File: config.mk
export PLATFORM = sky130hd
export DESIGN_NAME = care_scheduler
export DESIGN_NICKNAME = d
export VERILOG_FILES = /design/src/rtl/care_scheduler.sv
export SDC_FILE = /design/constraint.sdc
export NUM_CORES = 1
export LEC_CHECK = 0
export BUFFER_PORTS_ARGS = -buffer_cell sky130_fd_sc_hd__buf_2
export CORE_MARGIN = 2
export CORE_UTILIZATION = 44
export CTS_CLUSTER_DIAMETER = 200
export CTS_CLUSTER_SIZE = 30
export DETAILED_ROUTE_END_ITERATION = 10
export GPL_TIMING_DRIVEN = 0
export PLACE_DENSITY = 0.71
export SYNTH_ARGS = -nofsm -noshare
export SYNTH_HDL_FRONTEND = slang
export SYNTH_SLANG_ARGS = --single-unit
File: constraint.sdc
create_clock -name clk -period 2.4 [get_ports clk]
set_input_delay 0.36 -clock clk [delete_from_list [all_inputs] [get_ports clk]]
set_output_delay 0.36 -clock clk [all_outputs]
set_load 0.05 [all_outputs]
File: src/rtl/care_scheduler.sv
// Arbitrates UART care commands (FIFO-buffered) and the periodic decay tick onto one valid/ready action channel.
// Optional: define CARE_DEDUP_EN to drop a command equal to the newest still-queued FIFO entry.
module care_scheduler #(
    parameter int TICK_CYCLES = 27000000,
    parameter int FIFO_DEPTH  = 4,
    parameter int COOLDOWN    = 1024
) (
    input  logic       clk,
    input  logic       reset,
    input  logic       rx_valid,
    input  logic [7:0] rx_data,
    input  logic [7:0] random,
    output logic       act_valid,
    output logic [2:0] act_code,
    output logic       act_dir,
    input  logic       act_ready,
    output logic       second,
    output logic       fifo_full,
    output logic [7:0] drop_cnt
);
    localparam int TW = (TICK_CYCLES > 1) ? $clog2(TICK_CYCLES) : 1;
    localparam int AW = (FIFO_DEPTH > 1) ? $clog2(FIFO_DEPTH) : 1;
    localparam int CW = $clog2(COOLDOWN + 1);
    localparam logic [TW-1:0] TICK_LAST = TW'(TICK_CYCLES - 1);
    localparam logic [AW:0]   FULL_CNT  = (AW + 1)'(FIFO_DEPTH);
    localparam logic [CW-1:0] COOL_INIT = CW'(COOLDOWN);

    typedef enum logic [1:0] {IDLE = 2'd0, ISSUE = 2'd1, COOL = 2'd2} state_t;

    // Map a received byte to {valid, stat code}.
    function automatic logic [3:0] decode_cmd(input logic [7:0] b);
        logic [3:0] r;
        case (b)
            8'h65:   r = 4'b1_000;
            8'h73:   r = 4'b1_001;
            8'h6D:   r = 4'b1_010;
            8'h62:   r = 4'b1_011;
            8'h7A:   r = 4'b1_100;
            8'h70:   r = 4'b1_101;
            default: r = 4'b0_000;
        endcase
        return r;
    endfunction

    state_t        state_r;
    logic [TW-1:0] tick_cnt_r;
    logic          second_r;
    logic          decay_pend_r;
    logic [2:0]    decay_code_r;
    logic [2:0]    mem_r [FIFO_DEPTH];
    logic [AW-1:0] wr_ptr_r, rd_ptr_r;
    logic [AW:0]   count_r, count_nxt_s;
    logic          fifo_full_r;
    logic [7:0]    drop_cnt_r;
    logic          act_valid_r, act_dir_r, src_uart_r, resume_cool_r;
    logic [2:0]    act_code_r;
    logic [CW-1:0] cool_r;

    logic       tick_s, empty_s, full_s, pop_s, push_s, drop_s, dup_s, cmd_ok_s, take_pend_s;
    logic [3:0] dec_s;
    logic       unused_random_s;

    assign unused_random_s = ^random[7:3];
    assign tick_s      = (tick_cnt_r == TICK_LAST);
    assign dec_s       = decode_cmd(rx_data);
    assign cmd_ok_s    = rx_valid & dec_s[3];
    assign empty_s     = (count_r == '0);
    assign full_s      = (count_r == FULL_CNT);
    assign pop_s       = (state_r == IDLE) & ~decay_pend_r & ~empty_s;
    assign take_pend_s = decay_pend_r & ((state_r == IDLE) | (state_r == COOL));
    assign push_s      = cmd_ok_s & ~dup_s & (~full_s | pop_s);
    assign drop_s      = cmd_ok_s & ~dup_s & full_s & ~pop_s;

`ifdef CARE_DEDUP_EN
    logic [2:0] last_code_r;
    // The newest FIFO entry is still queued exactly while the FIFO is non-empty.
    assign dup_s = ~empty_s & (last_code_r == dec_s[2:0]);

    // Remember the code of the most recent push for auto-repeat suppression.
    always_ff @(posedge clk or posedge reset) begin
        if (reset) begin
            last_code_r <= 3'd0;
        end else if (push_s) begin
            last_code_r <= dec_s[2:0];
        end else begin
            last_code_r <= last_code_r;
        end
    end
`else
    assign dup_s = 1'b0;
`endif

    // Next FIFO occupancy.
    always_comb begin
        count_nxt_s = count_r;
        case ({push_s, pop_s})
            2'b10:   count_nxt_s = count_r + (AW + 1)'(1);
            2'b01:   count_nxt_s = count_r - (AW + 1)'(1);
            default: count_nxt_s = count_r;
        endcase
    end

    // Timebase, second toggle and the single pending decay slot (a new tick wins over a clear).
    always_ff @(posedge clk or posedge reset) begin
        if (reset) begin
            tick_cnt_r   <= '0;
            second_r     <= 1'b0;
            decay_pend_r <= 1'b0;
            decay_code_r <= 3'd0;
        end else begin
            if (tick_s) begin
                tick_cnt_r <= '0;
                second_r   <= ~second_r;
            end else begin
                tick_cnt_r <= tick_cnt_r + TW'(1);
            end
            if (tick_s && (random[2:0] < 3'd6)) begin
                decay_pend_r <= 1'b1;
                decay_code_r <= random[2:0];
            end else if (take_pend_s) begin
                decay_pend_r <= 1'b0;
            end else begin
                decay_pend_r <= decay_pend_r;
            end
        end
    end

    // FIFO storage needs no reset; occupancy tracking makes stale entries invisible.
    always_ff @(posedge clk) begin
        if (push_s) begin
            mem_r[wr_ptr_r] <= dec_s[2:0];
        end
    end

    // FIFO pointers, occupancy, full flag and drop counter.
    always_ff @(posedge clk or posedge reset) begin
        if (reset) begin
            wr_ptr_r    <= '0;
            rd_ptr_r    <= '0;
            count_r     <= '0;
            fifo_full_r <= 1'b0;
            drop_cnt_r  <= 8'd0;
        end else begin
            if (push_s) wr_ptr_r <= wr_ptr_r + AW'(1);
            if (pop_s)  rd_ptr_r <= rd_ptr_r + AW'(1);
            count_r     <= count_nxt_s;
            fifo_full_r <= (count_nxt_s == FULL_CNT);
            if (drop_s && (drop_cnt_r != 8'hFF)) drop_cnt_r <= drop_cnt_r + 8'd1;
        end
    end

    // Issue FSM; a decay arriving during cooldown is served with the count frozen.
    always_ff @(posedge clk or posedge reset) begin
        if (reset) begin
            state_r       <= IDLE;
            act_valid_r   <= 1'b0;
            act_code_r    <= 3'd0;
            act_dir_r     <= 1'b0;
            src_uart_r    <= 1'b0;
            resume_cool_r <= 1'b0;
            cool_r        <= '0;
        end else begin
            case (state_r)
                IDLE: begin
                    if (decay_pend_r) begin
                        act_valid_r   <= 1'b1;
                        act_code_r    <= decay_code_r;
                        act_dir_r     <= 1'b1;
                        src_uart_r    <= 1'b0;
                        resume_cool_r <= 1'b0;
                        state_r       <= ISSUE;
                    end else if (!empty_s) begin
                        act_valid_r <= 1'b1;
                        act_code_r  <= mem_r[rd_ptr_r];
                        act_dir_r   <= 1'b0;
                        src_uart_r  <= 1'b1;
                        state_r     <= ISSUE;
                    end else begin
                        state_r <= IDLE;
                    end
                end
                ISSUE: begin
                    if (act_ready) begin
                        act_valid_r <= 1'b0;
                        if (src_uart_r) begin
                            cool_r  <= COOL_INIT;
                            state_r <= COOL;
                        end else if (resume_cool_r) begin
                            state_r <= COOL;
                        end else begin
                            state_r <= IDLE;
                        end
                    end else begin
                        state_r <= ISSUE;
                    end
                end
                COOL: begin
                    if (decay_pend_r) begin
                        act_valid_r   <= 1'b1;
                        act_code_r    <= decay_code_r;
                        act_dir_r     <= 1'b1;
                        src_uart_r    <= 1'b0;
                        resume_cool_r <= 1'b1;
                        state_r       <= ISSUE;
                    end else if (cool_r <= CW'(1)) begin
                        cool_r  <= '0;
                        state_r <= IDLE;
                    end else begin
                        cool_r <= cool_r - CW'(1);
                    end
                end
                default: begin
                    act_valid_r <= 1'b0;
                    state_r     <= IDLE;
                end
            endcase
        end
    end

    assign act_valid = act_valid_r;
    assign act_code  = act_code_r;
    assign act_dir   = act_dir_r;
    assign second    = second_r;
    assign fifo_full = fifo_full_r;
    assign drop_cnt  = drop_cnt_r;
endmodule

==> parameters.txt <==
Parameter                              Value

Outcome
  Outcome ... complete, no violations

Critical path
  Worst Reg2Reg Path Length in Cells ... 6
  Capturing element of the worst setup path ... fifo_full$_DFF_PP0_
  Critical Path, Cell by Cell ... buf_6 > nor4_4 > ha_4 > fa_2 > mux2_2 > nor3b_2
  Reg-to-Reg Start ... state_r[1]$_DFFE_PP0P_
  Logic depth of the worst path, buffers included ... 6
  Worst setup SP type ... flop
  Critical path capture point type ... flop
  Number of buffers and inverters on the critical path ... 1
  Crit Path Max Fanout ... 7
  CP max stage delay ... about 0.56 ns
  Destination of the worst register-to-register timing path ... fifo_full$_DFF_PP0_
  Crit. Startpoint ... state_r[1]$_DFFE_PP0P_
  Internal reg-to-reg setup slack ... between 0.08 and 0.09 ns
  Classification of the worst setup path ... reg -> reg
  Arrival time reported for the critical path endpoint ... between 2 and 3 ns
  Slowest cell on the critical path ... sky130_fd_sc_hd__nor4_4
  Cell family with most CP delay ... simple AND/OR/NAND/NOR gates
  CP Data Required Time ... 2.67 ns

Global routing
  GRT met3 Usage ... under 10%
  GR met1 Demand/Resource ... between 20% and 30%
  Number of global-route vias before repair ... between 2000 and 3000
  Total GRT Usage ... 16.3%
  Maximum number of pins on one net before global-route repair ... 67
  Wire length of the first global-routing pass ... approximately 13 mm
  Remaining global-route overflow ... 0
  Initial antenna violation count ... 0
  Most congested layer reported by global routing ... met2
  GRT met2 Usage ... 26.8%

Detailed routing
  Number of remaining DRC errors ... 0
  Number of vias in the routed layout ... 2805
  Number of DRC markers after the initial detailed-route iteration ... between 100 and 150
  Detailed-route vias per instance ... 5.47
  Average wire per cell in the routed design ... between 10 and 15 um
  TritonRoute pass-1 iters ... 4
  Final ANT Viol Nets ... 0
  Overall routed net length ... about 7.4 mm

Synth
  EDFF count, synth ... 12
  Synthesized area ... ~0.004 mm2
  Seq/Total Area, Yosys ... between 50% and 60%
  Register bit total from synthesis ... 78
  Post-synthesis net count ... between 300 and 400
  Leading cell types by total area after synthesis ... sky130_fd_sc_hd__dfrtp_1, sky130_fd_sc_hd__edfxtp_1, sky130_fd_sc_hd__xnor2_1
  Async S/R FF share, synth ... between 80% and 90%
  Leading register cell type out of synthesis ... sky130_fd_sc_hd__dfrtp_1
  Total of warnings raised by yosys ... 0
  Library cell occupying the most area in the post-synthesis netlist ... sky130_fd_sc_hd__dfrtp_1
  Post-synth top area share ... 42.4%
  Mean Syn Cell Area ... 10.9 um2
  Cells after synthesis ... between 300 and 400
  Number of distinct standard cells referenced by the synthesized netlist ... 54

Power and ir drop
  Leak ... roughly 2.0 nW
  VDD IR-drop max ... around 240 uV
  Total chip power ... 0.00263 W
  Power density relative to cell area ... roughly 580 mW/mm2

Die
  Area of the die ... 0.00961 mm2
  Starting utilization of the core area ... between 40% and 50%
  FP Rows ... 34
  I/O pin total ... 35
  Core Area ... ~0.0086 mm2
  Die Span X ... about 98 um
  Die span in y ... between 90 and 100 um

Cells and area
  Area grow syn2layout ... 16.0%
  Final design utilization ... 52.3%
  ANT cells ... 0
  Share of final-layout standard cells stronger than drive strength 1 ... between 20% and 30%
  Final nets ... 430

Timing
  Worst-case headroom to the max-slew limit ... between 40% and 50%
  Fraction of the cycle the final worst path needs ... a little over nine tenths
  Aggregate negative setup slack ... 0 ns
  Unrepaired setup endpoints after global routing ... true
  Final clock skew ... about 0.0094 ns
  Number of endpoints failing setup at the final stage ... 0
  Final max-slew violation count ... 0
  Worst-margin pin slew ... slightly above 0.8 ns
  Final Hold Vio Count ... 0
  Highest clock frequency the design can meet ... roughly 430 MHz
  Minimum clock period ... 2.32 ns

Clock tree
  CTS tree ... yes
  TritonCTS buffer count ... 9
  Clock latency at the later pin of the worst-skew pair ... around 0.35 ns
  Count of hold-fix buffers inserted at cts ... 0
  Clock Root Buffer ... sky130_fd_sc_hd__clkbuf_8
  Htree depth ... 3
  Number of clock sinks ... 78
  Max clock buf depth ... 2
  Clock transition at the register clock pins on the worst setup and hold paths after CTS ... roughly 0.080 ns

Job
  Number of maximum-capacitance constraint violations ... 0

Min path
  Worst hold path type ... in -> async

Placement
  HPWL after DPL ... 5.20 mm
  Port bufs ... 26
  Final RePlAce weighted congestion ... roughly 0.84
## worst min path at each step
stage                     cells past startpoint                   startpoint                           to
after floorplan                               2  decay_code_r[0]$_DFFE_PP0P_      act_code[0]$_DFFE_PP0P_
after CTS                                     2                        reset        cool_r[5]$_DFFE_PP0P_
after global placement                        1           second$_DFFE_PP0N_           second$_DFFE_PP0N_
after detailed placement                      1           second$_DFFE_PP0N_           second$_DFFE_PP0N_
final                                         2                        reset        cool_r[5]$_DFFE_PP0P_
after global routing                          2                    random[0]  decay_code_r[0]$_DFFE_PP0P_
## sequential cells by signal, indices dropped and copies added (netlist names)
signal         flops
fifo_full          1
cool_r            11
act_code           3
src_uart_r         1
wr_ptr_r           2
rd_ptr_r           2
state_r            2
mem_r             12
tick_cnt_r        25
decay_pend_r       1
decay_code_r       3
drop_cnt           8
count_r            3
second             1
act_dir            1
act_valid          1
resume_cool_r      1
## metal layers
metal | part of all wire (%) | vias to the layer above
met5 | 0 | -
met4 | 1.5 | 0
met3 | 3.4 | 9
met2 | 49 | 53
met1 | 46 | 1369
li1 | - | 1374
## layout by cell type, fill, tap and decap left out, types with 10 or more instances in the layout
cell type,n
sky130_fd_sc_hd__xor2_1,17
sky130_fd_sc_hd__inv_1,20
sky130_fd_sc_hd__buf_2,29
sky130_fd_sc_hd__clkbuf_8,10
sky130_fd_sc_hd__nand4_1,13
sky130_fd_sc_hd__edfxtp_1,12
sky130_fd_sc_hd__nor2_1,35
sky130_fd_sc_hd__nand2_1,22
sky130_fd_sc_hd__nand3_1,19
sky130_fd_sc_hd__o21ai_0,13
sky130_fd_sc_hd__dfrtp_1,64
sky130_fd_sc_hd__a21oi_1,10
sky130_fd_sc_hd__xnor2_1,17
## layout make-up
| class | instances | area (um2) |
|---|---|---|
| Sequential cell | 78 | 2010 |
| Clock buffer | 10 | 128 |
| Multi-Input combinational cell | 249 | 1830 |
| Tap cell | 108 | 135 |
| Inverter | 21 | 81.3 |
| Timing Repair Buffer | 32 | 175 |
| Clock inverter | 6 | 86.3 |
| Fill cell | 750 | 4120 |
| Buffer | 9 | 62.6 |
## stage by stage
stage | setup WS [ns] | hold slack (ns) | std cells | cell area, um2
final | 0.0824 | 0.149 | 513 | 4510
after global routing | -0.0330 | 0.221 | 513 | 4510
after CTS | 0.00918 | 0.195 | 509 | 4470
after detailed placement | -0.521 | 0.469 | 492 | 4220
after global placement | -0.474 | 0.452 | 492 | 4220
after floorplan | -0.0240 | 0.452 | 358 | 3950
## cell families (layout without fill, tap and decap cells)
kind of cell	count (synthesis)	count (layout)	share of synthesized area (%)
XOR/XNOR	35	35	7.88
buffers and inverters	31	78	3.18
multiplexers	11	11	4.05
adder cells (fa/ha/maj)	10	10	3.41
AO/OA/AOI/OAI	53	53	9.49
flip-flops	78	78	51.7
AND/OR/NAND/NOR	140	140	20.3
## power by group
group	leakage, nW	internal (W)	switching, W
Combinational	0.949	0.0000734	0.000108
Sequential	0.984	0.00136	0.0000366
Clock	0.108	0.000584	0.000472
## worst reg2reg max path, stage by stage (launching register included)
cell and delay, ns:
sky130_fd_sc_hd__dfrtp_1 0.38, sky130_fd_sc_hd__buf_6 0.14, sky130_fd_sc_hd__nor4_4 0.56, sky130_fd_sc_hd__ha_4 0.23, sky130_fd_sc_hd__fa_2 0.43, sky130_fd_sc_hd__mux2_2 0.30, sky130_fd_sc_hd__nor3b_2 0.20
## what timing repair did
item                                    CTS  global route
buffers inserted                          2             4
pin swaps                                 2             2
cloned                                    0             0
endpoints found under the setup margin    3             1
resized for setup                         4             5
## cells in the mapped netlist (5+ instances only)
library cell / instances
sky130_fd_sc_hd__a21o_1: 6
sky130_fd_sc_hd__a21oi_1: 11
sky130_fd_sc_hd__and3_1: 8
sky130_fd_sc_hd__buf_2: 6
sky130_fd_sc_hd__dfrtp_1: 66
sky130_fd_sc_hd__edfxtp_1: 12
sky130_fd_sc_hd__ha_1: 9
sky130_fd_sc_hd__inv_1: 21
sky130_fd_sc_hd__mux2_2: 7
sky130_fd_sc_hd__nand2_1: 22
sky130_fd_sc_hd__nand3_1: 19
sky130_fd_sc_hd__nand4_1: 13
sky130_fd_sc_hd__nor2_1: 35
sky130_fd_sc_hd__nor3_1: 5
sky130_fd_sc_hd__o21ai_0: 13
sky130_fd_sc_hd__xnor2_1: 18
sky130_fd_sc_hd__xor2_1: 17
(Power assumes the default switching activity.)
